File: src/rtl/ard_bus_sched_pkg.sv
// Shared types for the Arduino link scheduler: bus command encoding, FSM states
// and grant helpers.
package ard_bus_sched_pkg;

  localparam int BUS_BYTES = 2;
  localparam int WORD_W    = BUS_BYTES * 8;

  typedef enum logic [1:0] {
    CMD_NONE  = 2'b00,
    CMD_FETCH = 2'b01,
    CMD_LOAD  = 2'b10,
    CMD_STORE = 2'b11
  } bus_cmd_t;

  typedef enum logic [3:0] {
    IDLE, WAIT_RR, ADDR_HI, ADDR_LO, DATA_HI, DATA_LO,
    WAIT_DR, RD_HI, RD_LO, DONE, ERR
  } sched_state_t;

  // Fixed priority: store beats load beats fetch.
  function automatic bus_cmd_t pick_cmd(input logic store, input logic load, input logic fetch);
    if (store)      return CMD_STORE;
    else if (load)  return CMD_LOAD;
    else if (fetch) return CMD_FETCH;
    return CMD_NONE;
  endfunction

  function automatic logic [2:0] grant_of(input bus_cmd_t c);
    case (c)
      CMD_STORE: return 3'b100;
      CMD_LOAD:  return 3'b010;
      CMD_FETCH: return 3'b001;
      default:   return 3'b000;
    endcase
  endfunction

endpackage

File: src/rtl/ard_bus_sched_if.sv
// Byte-wide link between the scheduler (master) and the Arduino-side shifters (slave).
interface ard_bus_sched_if;
  import ard_bus_sched_pkg::*;

  logic       ard_receive_ready;
  logic       ard_data_ready;
  logic [7:0] bus_in;
  logic [7:0] bus_out;
  logic       bus_out_valid;
  bus_cmd_t   cmd;

  modport master (
    input  ard_receive_ready, ard_data_ready, bus_in,
    output bus_out, bus_out_valid, cmd
  );

  modport slave (
    output ard_receive_ready, ard_data_ready, bus_in,
    input  bus_out, bus_out_valid, cmd
  );
endinterface

File: src/rtl/ard_bus_sched_timeout_ctr.sv
// Handshake watchdog: counts enabled cycles and flags the cycle on which the
// count has reached TIMEOUT.
module timeout_ctr #(
  parameter int TIMEOUT = 255
) (
  input  logic clk,
  input  logic rst,
  input  logic clear,
  input  logic enable,
  output logic expired
);

  localparam int             W     = $clog2(TIMEOUT + 2);
  localparam logic [W-1:0]   LIMIT = W'(TIMEOUT);

  logic [W-1:0] count;

  always_ff @(posedge clk or posedge rst) begin
    if (rst)         count <= '0;
    else if (clear)  count <= '0;
    else if (enable) count <= count + 1'b1;
  end

  assign expired = enable && (count == LIMIT);

endmodule

File: src/rtl/ard_bus_sched.sv
// Arbitrates fetch/load/store over the shared byte link, sequences address,
// data and read bytes, and retries a stalled handshake up to MAX_RETRY times.
module ard_bus_sched
  import ard_bus_sched_pkg::*;
#(
  parameter int TIMEOUT   = 255,
  parameter int MAX_RETRY = 3
) (
  input  logic              clk,
  input  logic              rst,
  input  logic              req_fetch,
  input  logic              req_load,
  input  logic              req_store,
  input  logic [WORD_W-1:0] fetch_addr,
  input  logic [WORD_W-1:0] mem_addr,
  input  logic [WORD_W-1:0] store_data,
  output logic [2:0]        gnt,
  output logic              done_fetch,
  output logic              done_load,
  output logic              done_store,
  output logic [WORD_W-1:0] rdata,
  output logic              error,
  input  logic              err_clr,
  ard_bus_sched_if.master   link
);

  localparam int           RW    = $clog2(MAX_RETRY + 2);
  localparam logic [RW-1:0] MAX_R = RW'(MAX_RETRY);

  sched_state_t      state;
  bus_cmd_t          cmd_q;
  bus_cmd_t          winner;
  logic [WORD_W-1:0] addr_q;
  logic [WORD_W-1:0] data_q;
  logic [7:0]        bus_out_q;
  logic              bus_out_valid_q;
  logic [RW-1:0]     retry_cnt;
  logic              waiting;
  logic              handshake;
  logic              expired;

  assign winner    = pick_cmd(req_store, req_load, req_fetch);
  assign waiting   = (state == WAIT_RR) || (state == WAIT_DR);
  assign handshake = (state == WAIT_RR) ? link.ard_receive_ready : link.ard_data_ready;

  // Cleared outside the wait states and on expiry, so every (re)entry starts at zero.
  timeout_ctr #(.TIMEOUT(TIMEOUT)) u_timeout (
    .clk     (clk),
    .rst     (rst),
    .clear   (!waiting || expired),
    .enable  (waiting),
    .expired (expired)
  );

  assign link.bus_out       = bus_out_q;
  assign link.bus_out_valid = bus_out_valid_q;
  assign link.cmd           = cmd_q;

  // Outputs are loaded on the transition into the state they belong to.
  always_ff @(posedge clk or posedge rst) begin
    if (rst) begin
      state           <= IDLE;
      cmd_q           <= CMD_NONE;
      gnt             <= '0;
      addr_q          <= '0;
      data_q          <= '0;
      rdata           <= '0;
      bus_out_q       <= '0;
      bus_out_valid_q <= 1'b0;
      done_fetch      <= 1'b0;
      done_load       <= 1'b0;
      done_store      <= 1'b0;
      error           <= 1'b0;
      retry_cnt       <= '0;
    end else begin
      bus_out_valid_q <= 1'b0;
      done_fetch      <= 1'b0;
      done_load       <= 1'b0;
      done_store      <= 1'b0;
      case (state)
        IDLE: begin
          retry_cnt <= '0;
          if (winner != CMD_NONE) begin
            cmd_q  <= winner;
            gnt    <= grant_of(winner);
            addr_q <= (winner == CMD_FETCH) ? fetch_addr : mem_addr;
            data_q <= store_data;
            state  <= WAIT_RR;
          end
        end
        WAIT_RR, WAIT_DR: begin
          if (handshake) begin
            if (state == WAIT_RR) begin
              state           <= ADDR_HI;
              bus_out_q       <= addr_q[15:8];
              bus_out_valid_q <= 1'b1;
            end else begin
              state <= RD_HI;
            end
          end else if (expired) begin
            if (retry_cnt < MAX_R) begin
              retry_cnt <= retry_cnt + 1'b1;
              state     <= WAIT_RR;
            end else begin
              state <= ERR;
              error <= 1'b1;
            end
          end
        end
        ADDR_HI: begin
          state           <= ADDR_LO;
          bus_out_q       <= addr_q[7:0];
          bus_out_valid_q <= 1'b1;
        end
        ADDR_LO: begin
          if (cmd_q == CMD_STORE) begin
            state           <= DATA_HI;
            bus_out_q       <= data_q[15:8];
            bus_out_valid_q <= 1'b1;
          end else begin
            state <= WAIT_DR;
          end
        end
        DATA_HI: begin
          state           <= DATA_LO;
          bus_out_q       <= data_q[7:0];
          bus_out_valid_q <= 1'b1;
        end
        DATA_LO: begin
          state      <= DONE;
          done_store <= 1'b1;
        end
        RD_HI: begin
          rdata[15:8] <= link.bus_in;
          state       <= RD_LO;
        end
        RD_LO: begin
          rdata[7:0] <= link.bus_in;
          state      <= DONE;
          done_fetch <= (cmd_q == CMD_FETCH);
          done_load  <= (cmd_q == CMD_LOAD);
        end
        DONE: begin
          state     <= IDLE;
          gnt       <= '0;
          cmd_q     <= CMD_NONE;
          retry_cnt <= '0;
        end
        ERR: begin
          if (err_clr) begin
            state     <= IDLE;
            error     <= 1'b0;
            gnt       <= '0;
            cmd_q     <= CMD_NONE;
            retry_cnt <= '0;
          end
        end
        default: state <= IDLE;
      endcase
    end
  end

endmodule

File: src/flat_wrapper.sv
// flat-port wrapper written by rule: the top's interface ports become plain ports
module ard_bus_sched_flat import ard_bus_sched_pkg::*;
#(
  parameter int TIMEOUT   = 255,
  parameter int MAX_RETRY = 3
)
  (clk, rst, req_fetch, req_load, req_store, fetch_addr, mem_addr, store_data, gnt, done_fetch, done_load, done_store, rdata, error, err_clr, link_ard_receive_ready, link_ard_data_ready, link_bus_in, link_bus_out, link_bus_out_valid, link_cmd);
  ard_bus_sched_if link_i ();
  input  logic clk;
  input  logic rst;
  input  logic req_fetch;
  input  logic req_load;
  input  logic req_store;
  input  logic [WORD_W-1:0] fetch_addr;
  input  logic [WORD_W-1:0] mem_addr;
  input  logic [WORD_W-1:0] store_data;
  output logic [2:0] gnt;
  output logic done_fetch;
  output logic done_load;
  output logic done_store;
  output logic [WORD_W-1:0] rdata;
  output logic error;
  input  logic err_clr;
  input wire logic [$bits(link_i.ard_receive_ready)-1:0] link_ard_receive_ready;
  input wire logic [$bits(link_i.ard_data_ready)-1:0] link_ard_data_ready;
  input wire logic [$bits(link_i.bus_in)-1:0] link_bus_in;
  output wire logic [$bits(link_i.bus_out)-1:0] link_bus_out;
  output wire logic [$bits(link_i.bus_out_valid)-1:0] link_bus_out_valid;
  output wire logic [$bits(link_i.cmd)-1:0] link_cmd;
  assign link_i.ard_receive_ready = link_ard_receive_ready;
  assign link_i.ard_data_ready = link_ard_data_ready;
  assign link_i.bus_in = link_bus_in;
  assign link_bus_out = link_i.bus_out;
  assign link_bus_out_valid = link_i.bus_out_valid;
  assign link_cmd = link_i.cmd;
  ard_bus_sched #(.TIMEOUT(TIMEOUT), .MAX_RETRY(MAX_RETRY)) u_core (.clk(clk), .rst(rst), .req_fetch(req_fetch), .req_load(req_load), .req_store(req_store), .fetch_addr(fetch_addr), .mem_addr(mem_addr), .store_data(store_data), .gnt(gnt), .done_fetch(done_fetch), .done_load(done_load), .done_store(done_store), .rdata(rdata), .error(error), .err_clr(err_clr), .link(link_i));
endmodule
File: config.mk
export PLATFORM = sky130hd
export DESIGN_NAME = ard_bus_sched_flat
export DESIGN_NICKNAME = d
export VERILOG_FILES = /design/src/rtl/ard_bus_sched_pkg.sv /design/src/rtl/ard_bus_sched_if.sv /design/src/rtl/ard_bus_sched_timeout_ctr.sv /design/src/rtl/ard_bus_sched.sv /design/src/flat_wrapper.sv
export SDC_FILE = /design/constraint.sdc
export NUM_CORES = 1
export LEC_CHECK = 0
export BUFFER_PORTS_ARGS = -buffer_cell sky130_fd_sc_hd__buf_2
export CAP_MARGIN = 10
export CORE_ASPECT_RATIO = 0.6
export CORE_MARGIN = 2
export CORE_UTILIZATION = 50
export CTS_CLUSTER_SIZE = 30
export DETAILED_ROUTE_END_ITERATION = 6
export GPL_TIMING_DRIVEN = 0
export PLACE_DENSITY = 0.76
export SLEW_MARGIN = 0
export SYNTH_ARGS = -nofsm -noshare
export SYNTH_HDL_FRONTEND = slang
export SYNTH_SLANG_ARGS = --single-unit
File: constraint.sdc
create_clock -name clk -period 5.5 [get_ports clk]
set_input_delay 0.825 -clock clk [delete_from_list [all_inputs] [get_ports clk]]
set_output_delay 0.825 -clock clk [all_outputs]
set_load 0.005 [all_outputs]
==> results.md <==
* Final ANT Viol Nets at 0
* Initial DRC Count at 308
* DP Wirelength at just under 7000 um
* Die height at 72.57 um
* Post-Route WL at between 9000 and 10000 um
* Status: finished clean
* Hold Path Class: register to register
* Maximum VDD drop at around 0.23 mV
* First-pass GRT wire length at approximately 15000 um
* Uppermost layer routed: met4
* Element type at the critical path end: register
* Fin crit share at roughly 42%
* Core Area at roughly 0.0074 sq mm
* Worst R2R Path Depth at 6
* Final nets at 539
* FF+latch count, synth at roughly 80
* Num ports at 98
* PostCTS Resize Cnt at 0
* Deepest clock path buffer count at 2
* CTS clk-pin slew, worst paths at ~0.06 ns
* N_diodes at 0
* Unrepaired setup endpoints after global routing: false
* Post-Synthesis Cells at 363
* Post-CTS Setup Repair Bufs at 0
* Number of flops mapped to enable cells by yosys at 0
* Antenna violations before repair at 0
* Syn_area_per_cell at between 10 and 15 sq um
* Clock tree sinks at roughly 80
* DIE WIDTH at 118.3 um
* Final setup viols at 0
* Synth area leaders: dfrtp_1 (52%), mux2_2 (7.2%), nand2_1 (6.9%)
* Syn. warnings at 0
* Max Slew Vio Count at 0
* Post-CTS Hold Buffers at 0
* Worst path slowest cell: a222oi_1
* Max Clock Skew at 0.003216 ns
* Pwr per Cell Area at about 570 mW/mm^2
* Area leader, netlist: dfrtp_1
* DR pass1 iterations at 5
* Sequential share of the synthesized area at a little over half
* Syn Std Cell Area at 0.003918 sq mm
* Layout cells sized above 1 at approximately 36%
* Initial core utilization at a little over half
* Routed wl met2 at 4017 um
* Vias in the first global route at slightly above 3000
* PortBufs at 97
* Crit Path Category: register to register
* CP peak stage delay at between 0.6 and 0.7 ns
* Row cnt at 24
* Crit path time final at around 2.3 ns
* Endpoints failing hold at 0
* Arrival @ worst endpoint at approximately 2.6 ns
* Gpl congestion at 0.8667
* Drt via density at approximately 5.5
* Vias at 3194
* CTS root buf: clkbuf_16
* Clock latency on the worst-skew pair at roughly 0.34 ns
* Async set-reset flop share out of synthesis at 100.0%
* DR WL/cell at 16.34 um
* Syn_nets at between 400 and 500
* Largest net degree at the start of global routing at between 40 and 50
* CP Cell Sequence: buf_4 > nor4bb_1 > buf_2 > a222oi_1 > o21ai_0 > mux2_2
* Layout Area Growth over Synthesis at 24.47%
* Final Core Density at roughly 66%
* Met3 wire length at 868 um
* Critical path fanouts, max at 10
* DRC at 0
* Accumulated negative setup slack at 0 ns
* Htree depth at 3
* Synth cell count leaders: dfrtp_1 (82), nand2_1 (72), o21ai_0 (31), mux2_2 (25), nor2_1 (17)
* Worst-margin pin slew at slightly above 0.9 ns
* Netlist cell types at 54
* Hold depth at 1
* Worst slew margin at between 30% and 40%
* Total GRT Usage at between 20% and 30%
* Count leader, synth: dfrtp_1
* Max capacitance violation total at 0
* DRT met1 WL at between 4000 and 5000 um
* CTS tree: yes
* Die area at between 0.008 and 0.009 sq mm
* Primary FF master, synth: dfrtp_1
* Cts bufs inserted at 9
* F_max at 430.8 MHz
* Worst Path Required at between 5 and 6 ns
* Total global routing overflow at 0
* Overall Power at 0.002756 W
* Top-area cell type share of the netlist area at 52.38%
* Startpoint Class: register
* P_leak at around 2.4 nW
==> cell families (layout without fill, tap and decap cells) <==
group	Yosys count	in the layout	synth area share [%]
AND/OR/NAND/NOR	127	127	16.38
flip-flops	82	82	52.38
AO/OA/AOI/OAI	68	68	12.04
multiplexers	44	44	12.42
buffers and inverters	34	148	4.695
XOR/XNOR	5	5	1.118
adder cells (fa/ha/maj)	3	3	0.9583
==> cell type report <==
| cell class | instances | area (sq um) |
|---|---|---|
| Fill cell | 609 | 2541 |
| Sequential cell | 82 | 2052 |
| Multi-Input combinational cell | 247 | 1682 |
| Timing Repair Buffer | 98 | 513.0 |
| Clock buffer | 10 | 239.0 |
| Tap cell | 104 | 130.1 |
| Buffer | 19 | 127.6 |
| Clock inverter | 6 | 73.82 |
| Inverter | 15 | 58.81 |
==> stage by stage <==
| step | std cells | hold WS, ns | worst slack [ns] | instance area, sq um |
|---|---|---|---|---|
| 4_1_cts | 581 | 0.4673 | 3.281 | 4876 |
| 3_5_place_dp | 565 | 0.4603 | 3.187 | 4563 |
| 3_3_place_gp | 564 | 0.4455 | 1.686 | 4533 |
| 2_1_floorplan | 363 | 0.4329 | 2.567 | 3918 |
| 5_1_grt | 581 | 0.4914 | 3.082 | 4876 |
| 6_report | 581 | 0.4600 | 3.179 | 4876 |
==> metal layers <==
metal | GRT usage [%] | vias up
met5 | 0 | -
met4 | 6.693 | 0
met3 | 8.648 | 9
met2 | 33.33 | 148
met1 | 34.07 | 1538
li1 | - | 1499
==> cells in the final DEF (no fill, tap or decap), drive strengths merged, types with 2 or more instances in the layout <==
master,n
buf,114
dfrtp,82
nand2,72
o21ai,32
mux2,28
nor2,18
inv,17
mux2i,16
clkbuf,13
a21oi,9
a222oi,8
a22o,5
nor4b,5
nand3,4
nor2b,3
xnor2,3
ha,3
o211ai,3
nand2b,3
and3b,3
nor3b,2
or3,2
and3,2
nor3,2
nand4b,2
o2bb2ai,2
or3b,2
xor2,2
clkinvlp,2
==> worst paths after layout <==
kind                                            from                        end  slack [ns]
min                        u_core.u_timeout.count[0]  u_core.u_timeout.count[0]        0.46
max reg2reg                          u_core.state[1]     u_core.link.bus_out[1]        3.18
max in group asynchronous                        rst  u_core.u_timeout.count[2]        4.41
min in group asynchronous                        rst     u_core.link.bus_out[2]        0.51
min reg2reg                u_core.u_timeout.count[0]  u_core.u_timeout.count[0]        0.46
max                                  u_core.state[1]     u_core.link.bus_out[1]        3.18
==> power by group <==
group	leakage (nW)	total, W	internal [W]	switching, W
combinational	1.20	0.00115	0.000525	0.000620
sequential	1.04	0.000992	0.000854	0.000138
clock	0.147	0.000619	0.000369	0.000249
==> worst max-delay path, delay by kind of cell (launching register included) <==
kind | cells | cell delay, ns
compound gates | 2 | 0.92
buf+inv | 2 | 0.40
flops | 1 | 0.42
mux | 1 | 0.32
simple gates | 1 | 0.16
==> state kept, by name, indices dropped and copies added (netlist names) <==
register / cells
u_core.link.bus_out_valid: 1
u_core.u_timeout.count: 9
u_core.data_q: 16
u_core.done_store: 1
u_core.error: 1
u_core.retry_cnt: 3
u_core.link.cmd: 2
u_core.link.bus_out: 8
u_core.addr_q: 16
u_core.gnt: 3
u_core.done_load: 1
u_core.state: 4
u_core.done_fetch: 1
u_core.rdata: 16
Power figures use the tool's default switching activity.
